$ cat src/rtl/unary_op_pkg.sv
// Shared opcode encoding and the unary-operator evaluation function used by unary_op_pipe.
package unary_op_pkg;

    typedef enum logic [3:0] {
        OP_NOT   = 4'd0,
        OP_POS   = 4'd1,
        OP_NEG   = 4'd2,
        OP_RAND  = 4'd3,
        OP_ROR   = 4'd4,
        OP_RXOR  = 4'd5,
        OP_RXNOR = 4'd6,
        OP_BOOL  = 4'd7,
        OP_LNOT  = 4'd8
    } op_e;

    // Widest operand/result the evaluation function can handle.
    localparam int MAX_W = 64;
    typedef logic [MAX_W-1:0] word_t;

    function automatic logic op_is_legal(input logic [3:0] op);
        return op <= 4'd8;
    endfunction

    // Widths are passed in so one function serves every instance; callers pass
    // constants, so the loops fold down to plain wiring and reduction trees.
    function automatic word_t unary_eval(input logic [3:0] op, input logic sgn,
                                         input word_t a, input int in_w, input int out_w);
        word_t ext;
        word_t mask;
        word_t res;
        logic  r_and;
        logic  r_or;
        logic  r_xor;
        ext   = '0;
        mask  = '0;
        res   = '0;
        r_and = 1'b1;
        r_or  = 1'b0;
        r_xor = 1'b0;
        for (int i = 0; i < MAX_W; i++) begin
            if (i < in_w) begin
                ext[i] = a[i];
                r_and  = r_and & a[i];
                r_or   = r_or | a[i];
                r_xor  = r_xor ^ a[i];
            end else begin
                ext[i] = sgn & a[in_w-1];
            end
            if (i < out_w) mask[i] = 1'b1;
        end
        case (op_e'(op))
            OP_NOT:   res = ~ext & mask;
            OP_POS:   res = ext & mask;
            OP_NEG:   res = (~ext + word_t'(1)) & mask;
            OP_RAND:  res[0] = r_and;
            OP_ROR:   res[0] = r_or;
            OP_RXOR:  res[0] = r_xor;
            OP_RXNOR: res[0] = ~r_xor;
            OP_BOOL:  res[0] = r_or;
            OP_LNOT:  res[0] = ~r_or;
            default:  res = '0;
        endcase
        return res;
    endfunction

endpackage

$ cat src/rtl/unary_op_pipe_stage.sv
// Generic one-entry valid/ready register slice; a beat moves in whenever the slot is
// empty or being drained in the same cycle.
module unary_op_pipe_stage
    import unary_op_pkg::*;
#(
    parameter int W = 8
) (
    input  logic         clk,
    input  logic         rst_n,
    input  logic         in_valid,
    output logic         in_ready,
    input  logic [W-1:0] in_data,
    output logic         out_valid,
    input  logic         out_ready,
    output logic [W-1:0] out_data
);

    // Handshake: a beat transfers on valid && ready; the sender keeps data stable
    // while valid && !ready, and this slice holds out_data stable the same way.
    logic         valid_q;
    logic         valid_d;
    logic [W-1:0] data_q;
    logic [W-1:0] data_d;

    always_comb begin
        in_ready = !valid_q || out_ready;
        valid_d  = valid_q;
        data_d   = data_q;
        if (in_ready) begin
            valid_d = in_valid;
            if (in_valid) data_d = in_data;
        end
    end

    always_ff @(posedge clk or negedge rst_n) begin
        if (!rst_n) begin
            valid_q <= 1'b0;
            data_q  <= '0;
        end else begin
            valid_q <= valid_d;
            data_q  <= data_d;
        end
    end

    assign out_valid = valid_q;
    assign out_data  = data_q;

endmodule

$ cat src/rtl/unary_op_pipe.sv
// Two-stage pipelined unary-operator engine with valid/ready streaming I/O.
// Optional UNARY_OP_PIPE_STATS_EN adds stat_cnt, a saturating count of output handshakes.
module unary_op_pipe
    import unary_op_pkg::*;
#(
    parameter int IN_W  = 4,
    parameter int OUT_W = 6
) (
    input  logic             clk,
    input  logic             rst_n,
    input  logic             in_valid,
    output logic             in_ready,
    input  logic [3:0]       in_op,
    input  logic             in_signed,
    input  logic [IN_W-1:0]  in_a,
    output logic             out_valid,
    input  logic             out_ready,
    output logic [OUT_W-1:0] out_res,
    output logic [3:0]       out_op,
    output logic             err
`ifdef UNARY_OP_PIPE_STATS_EN
    ,
    output logic [15:0]      stat_cnt
`endif
);

    localparam int S1_W = 5 + IN_W;
    localparam int S2_W = 4 + OUT_W;

    logic             s1_valid;
    logic             s2_in_ready;
    logic [S1_W-1:0]  s1_data;
    logic [3:0]       s1_op;
    logic             s1_sgn;
    logic [IN_W-1:0]  s1_a;
    logic [OUT_W-1:0] s1_res;
    logic [S2_W-1:0]  s2_data;
    word_t            a_wide;
    word_t            eval_w;
    logic             err_q;
    logic             err_d;

    unary_op_pipe_stage #(.W(S1_W)) u_s1 (
        .clk       (clk),
        .rst_n     (rst_n),
        .in_valid  (in_valid),
        .in_ready  (in_ready),
        .in_data   ({in_op, in_signed, in_a}),
        .out_valid (s1_valid),
        .out_ready (s2_in_ready),
        .out_data  (s1_data)
    );

    assign {s1_op, s1_sgn, s1_a} = s1_data;

    always_comb begin
        a_wide             = '0;
        a_wide[IN_W-1:0]   = s1_a;
        eval_w             = unary_eval(s1_op, s1_sgn, a_wide, IN_W, OUT_W);
        s1_res             = eval_w[OUT_W-1:0];
    end

    generate
        if (OUT_W < MAX_W) begin : g_eval_hi
            logic unused_eval_hi;
            assign unused_eval_hi = ^eval_w[MAX_W-1:OUT_W];
        end
    endgenerate

    unary_op_pipe_stage #(.W(S2_W)) u_s2 (
        .clk       (clk),
        .rst_n     (rst_n),
        .in_valid  (s1_valid),
        .in_ready  (s2_in_ready),
        .in_data   ({s1_op, s1_res}),
        .out_valid (out_valid),
        .out_ready (out_ready),
        .out_data  (s2_data)
    );

    assign {out_op, out_res} = s2_data;

    // err latches when an illegal beat moves from s1 into s2.
    always_comb begin
        err_d = err_q | (s1_valid && s2_in_ready && !op_is_legal(s1_op));
    end

    always_ff @(posedge clk or negedge rst_n) begin
        if (!rst_n) err_q <= 1'b0;
        else        err_q <= err_d;
    end

    assign err = err_q;

`ifdef UNARY_OP_PIPE_STATS_EN
    logic [15:0] stat_q;
    logic [15:0] stat_d;

    always_comb begin
        stat_d = stat_q;
        if (out_valid && out_ready && stat_q != 16'hFFFF) stat_d = stat_q + 16'd1;
    end

    always_ff @(posedge clk or negedge rst_n) begin
        if (!rst_n) stat_q <= '0;
        else        stat_q <= stat_d;
    end

    assign stat_cnt = stat_q;
`endif

endmodule

$ cat config.mk
export PLATFORM = sky130hd
export DESIGN_NAME = unary_op_pipe
export DESIGN_NICKNAME = d
export VERILOG_FILES = /design/src/rtl/unary_op_pkg.sv /design/src/rtl/unary_op_pipe_stage.sv /design/src/rtl/unary_op_pipe.sv
export SDC_FILE = /design/constraint.sdc
export NUM_CORES = 1
export LEC_CHECK = 0
export CAP_MARGIN = 40
export CORE_UTILIZATION = 25
export DETAILED_ROUTE_END_ITERATION = 16
export GPL_ROUTABILITY_DRIVEN = 0
export GPL_TIMING_DRIVEN = 0
export SLEW_MARGIN = 20
export SYNTH_ARGS = -nofsm -noshare
export SYNTH_HDL_FRONTEND = slang
export SYNTH_SLANG_ARGS = --single-unit
export TNS_END_PERCENT = 20
$ cat constraint.sdc
create_clock -name clk -period 1.65 [get_ports clk]
set_input_delay 0.2475 -clock clk [delete_from_list [all_inputs] [get_ports clk]]
set_output_delay 0.2475 -clock clk [all_outputs]
set_load 0.02 [all_outputs]
==> metrics.cfg <==
[detailed_routing]
dr_wl_met2_mm = 1.141
via_per_inst = 4.662
wl_mm = 2.412
route.met3.wl_um = 92
drt-met1-wl_mm = 1.148
top_layer = met4
wl_per_cell_um = 12.18
vias = 923
antenna_left = 0
drc = 0
drt-initial-drc-count = 53
drt_first_pass_iters = 4

[worst_setup_path]
crit_arrival_ns = 1.68
r2r_cells = 6
critical_path_required_ns = 1.79
crit_path_max_incr_delay_ns = 0.44
critPathMaxFanout = 5
worstSetupEndpointType = flip-flop
crit_slowest_cell = dfrtp_1
start_kind = flip-flop
path_cells = inv_1, ha_1, xnor2_1, o21a_1, o31ai_2, a31oi_1
crit_type = flip-flop to flip-flop

[cells_and_area]
nFillCells = 447
fin_area_um2 = 1563
fin_util_pct = 35.40
multi_input_area_um2 = 560.5
final_nets = 163
areaGrowthSynthToFinish_pct = 34.16
layout-drive-gt1-share_pct = 18.49
diodes = 0
layout.area.seq_um2 = 551.8

[cts]
insertion_delay_ns = 0.26
clockRootBuffer = clkbuf_8
cts_hold_buf = 0
cts_tree = built
numCtsBuffers = 3
numClockSinks = 22
htree_levels = 1
ctsLongestPathBuffers = 2
clk_pin_slew_worst_paths_ns = 0.08

[synthesis]
ys_seq_area_share_pct = 47.26
synth_area_leader_cell = dfrtp_1
ys_warn_count = 0
synth_cells = 115
syn_area_um2 = 1165
syn_avg_cell_area_um2 = 10.13
synth.distinct_cells = 32
synth_top_area_share_pct = 47.26
ys_top_cells_by_area = dfrtp_1 (47%), mux2_2 (11%), a21oi_1 (4.7%), nand2_1 (3.5%), ha_1 (3.2%)
synth_fp_nets = 131
ys_seq_elements = 22

[floorplan]
chipWidth_um = 70.26
dieArea_um2 = 4936
initial_core_util_pct = 26.39
io_pins = 26
fp.dieH_um = 70.26
rows = 24
core_area_um2 = 4414

[timing]
setup_viol = 0
finalCritPeriodShare_pct = 93.43
min_period_ns = 1.542
hold_viol = 0
relSlewSlack_pct = 71.63
finalSetupTns_ns = 0
worst_hold_slack_ns = 0.2850
clock.fmax_ghz = 0.6487
skew_ns = 0.001900
rsz0062_at_grt = no
slew_viol_final = 0
worst_pin_slew_ns = 0.4242

[min_path]
min_path_type = primary input to async pin

[grt]
grt-ovfl-total = 0
grt_pass1_vias = 834
grt_max_degree = 15
grt_use_total_pct = 9.682
grt_pass1_wl_mm = 3.822
antenna_found_initial = 0

[power_and_ir_drop]
comb_power_share_pct = 35.3
irDropWorstVdd_mv = 0.2982
p_seq_share_pct = 41.6
power_leakage_nw = 0.6462
p_clk_share_pct = 23.1
internal_power_mw = 1.134
swShare_pct = 31.95
p_switching_mw = 0.5323
power_density_nw_per_um2 = 1066
p_total_mw = 1.666

[placement]
placed_area_um2 = 1495
port_buffers = 25
dp_hpwl_mm = 1.812

[status]
outcome = finished, final reports clean

[job]
cap_violations = 0

-- worst max-delay path, delay by kind of cell (launching register included) --
| family | cells | cell delay, ns |
|---|---|---|
| flops | 1 | 0.44 |
| compound gates | 3 | 0.46 |
| buf+inv | 1 | 0.06 |
| xor+xnor | 1 | 0.15 |
| fa+ha+maj | 1 | 0.32 |
-- final timing paths --
check	startpoint	end	slack, ns
setup reg to reg	u_s1.out_data[0]	u_s2.out_data[0]	0.11
min in group clk	u_s2.out_data[1]	u_s2.out_data[1]	0.49
hold reg to reg	u_s2.out_data[1]	u_s2.out_data[1]	0.49
max in group asynchronous	rst_n	u_s1.out_data[1]	0.92
setup / recovery	u_s1.out_data[0]	u_s2.out_data[0]	0.11
hold / removal	rst_n	u_s2.out_data[9]	0.28
-- power groups by stage --
stage	logic [mW]	registers [mW]	clock network, mW
finish	0.588	0.693	0.385
global route	0.638	0.705	0.421
CTS	0.579	0.693	0.397
detailed placement	0.580	0.703	0
global placement	0.565	0.698	0
floorplan	0.304	0.753	0
-- kinds of logic after synthesis --
kind of cell             synth area share [%]
AND/OR/NAND/NOR                         16.11
AO/OA/AOI/OAI                           13.86
flip-flops                              47.26
buffers and inverters                   5.048
multiplexers                            11.49
XOR/XNOR                                3.008
adder cells (fa/ha/maj)                 3.223
-- flip-flops by register name, indices dropped and copies added, names as in the netlist --
signal,flops
u_s1.out_data,9
u_s1.out_valid,1
u_s2.out_data,10
err,1
u_s2.out_valid,1
-- timing repair --
action,4_1_cts,5_1_grt
setup endpoints to repair,1,1
resized for setup,1,2
setup buffers,0,1
pin swaps,0,1
-- layer usage --
layer,vias up,track usage (%)
met4,0,3.333
met3,4,1.443
met1,429,13.78
met2,29,14.92
li1,461,-
met5,-,0
-- cells in the final DEF (no fill, tap or decap), types with 2 or more instances in the layout --
cell and n:
or3_1 2, clkdlybuf4s50_1 24, xor2_1 3, o21ai_1 5
nor3_1 3, nand3_1 3, mux2_2 11, dfrtp_1 21
nand2_1 11, nand2b_1 6, nor2_1 3, buf_2 5
nor2b_1 3, o21ai_0 3, a31oi_1 2, clkbuf_8 4
ha_1 3, a21oi_1 11, buf_4 2, inv_1 4
-- metrics by stage --
step           instances  setup slack [ns]
3_5_place_dp         193           -0.1080
6_report             198            0.1084
2_1_floorplan        115            0.2001
3_3_place_gp         192          -0.09461
5_1_grt              198           0.04987
4_1_cts              197            0.1031
-- synth_stat cells, drive strengths merged --
cell type	instances
dfrtp	22
nand2	12
a21oi	11
mux2	11
o21ai	8
buf	7
nand2b	6
inv	4
ha	3
nand3	3
nor2	3
nor2b	3
nor3	3
xor2	3
a31oi	2
or3	2
a2111o	1
a41o	1
mux2i	1
nand3b	1
nor3b	1
o21a	1
o21bai	1
o31ai	1
o32a	1
or2	1
or3b	1
xnor2	1
-- layout make-up --
class	instances	share of cell area, %
Timing Repair Buffer	27	17.37
Inverter	4	0.9608
Clock buffer	4	3.523
Sequential cell	22	35.31
Buffer	7	2.802
Tap cell	52	4.163
Multi-Input combinational cell	82	35.87
Note: power is estimated with default switching activity, not from simulation.
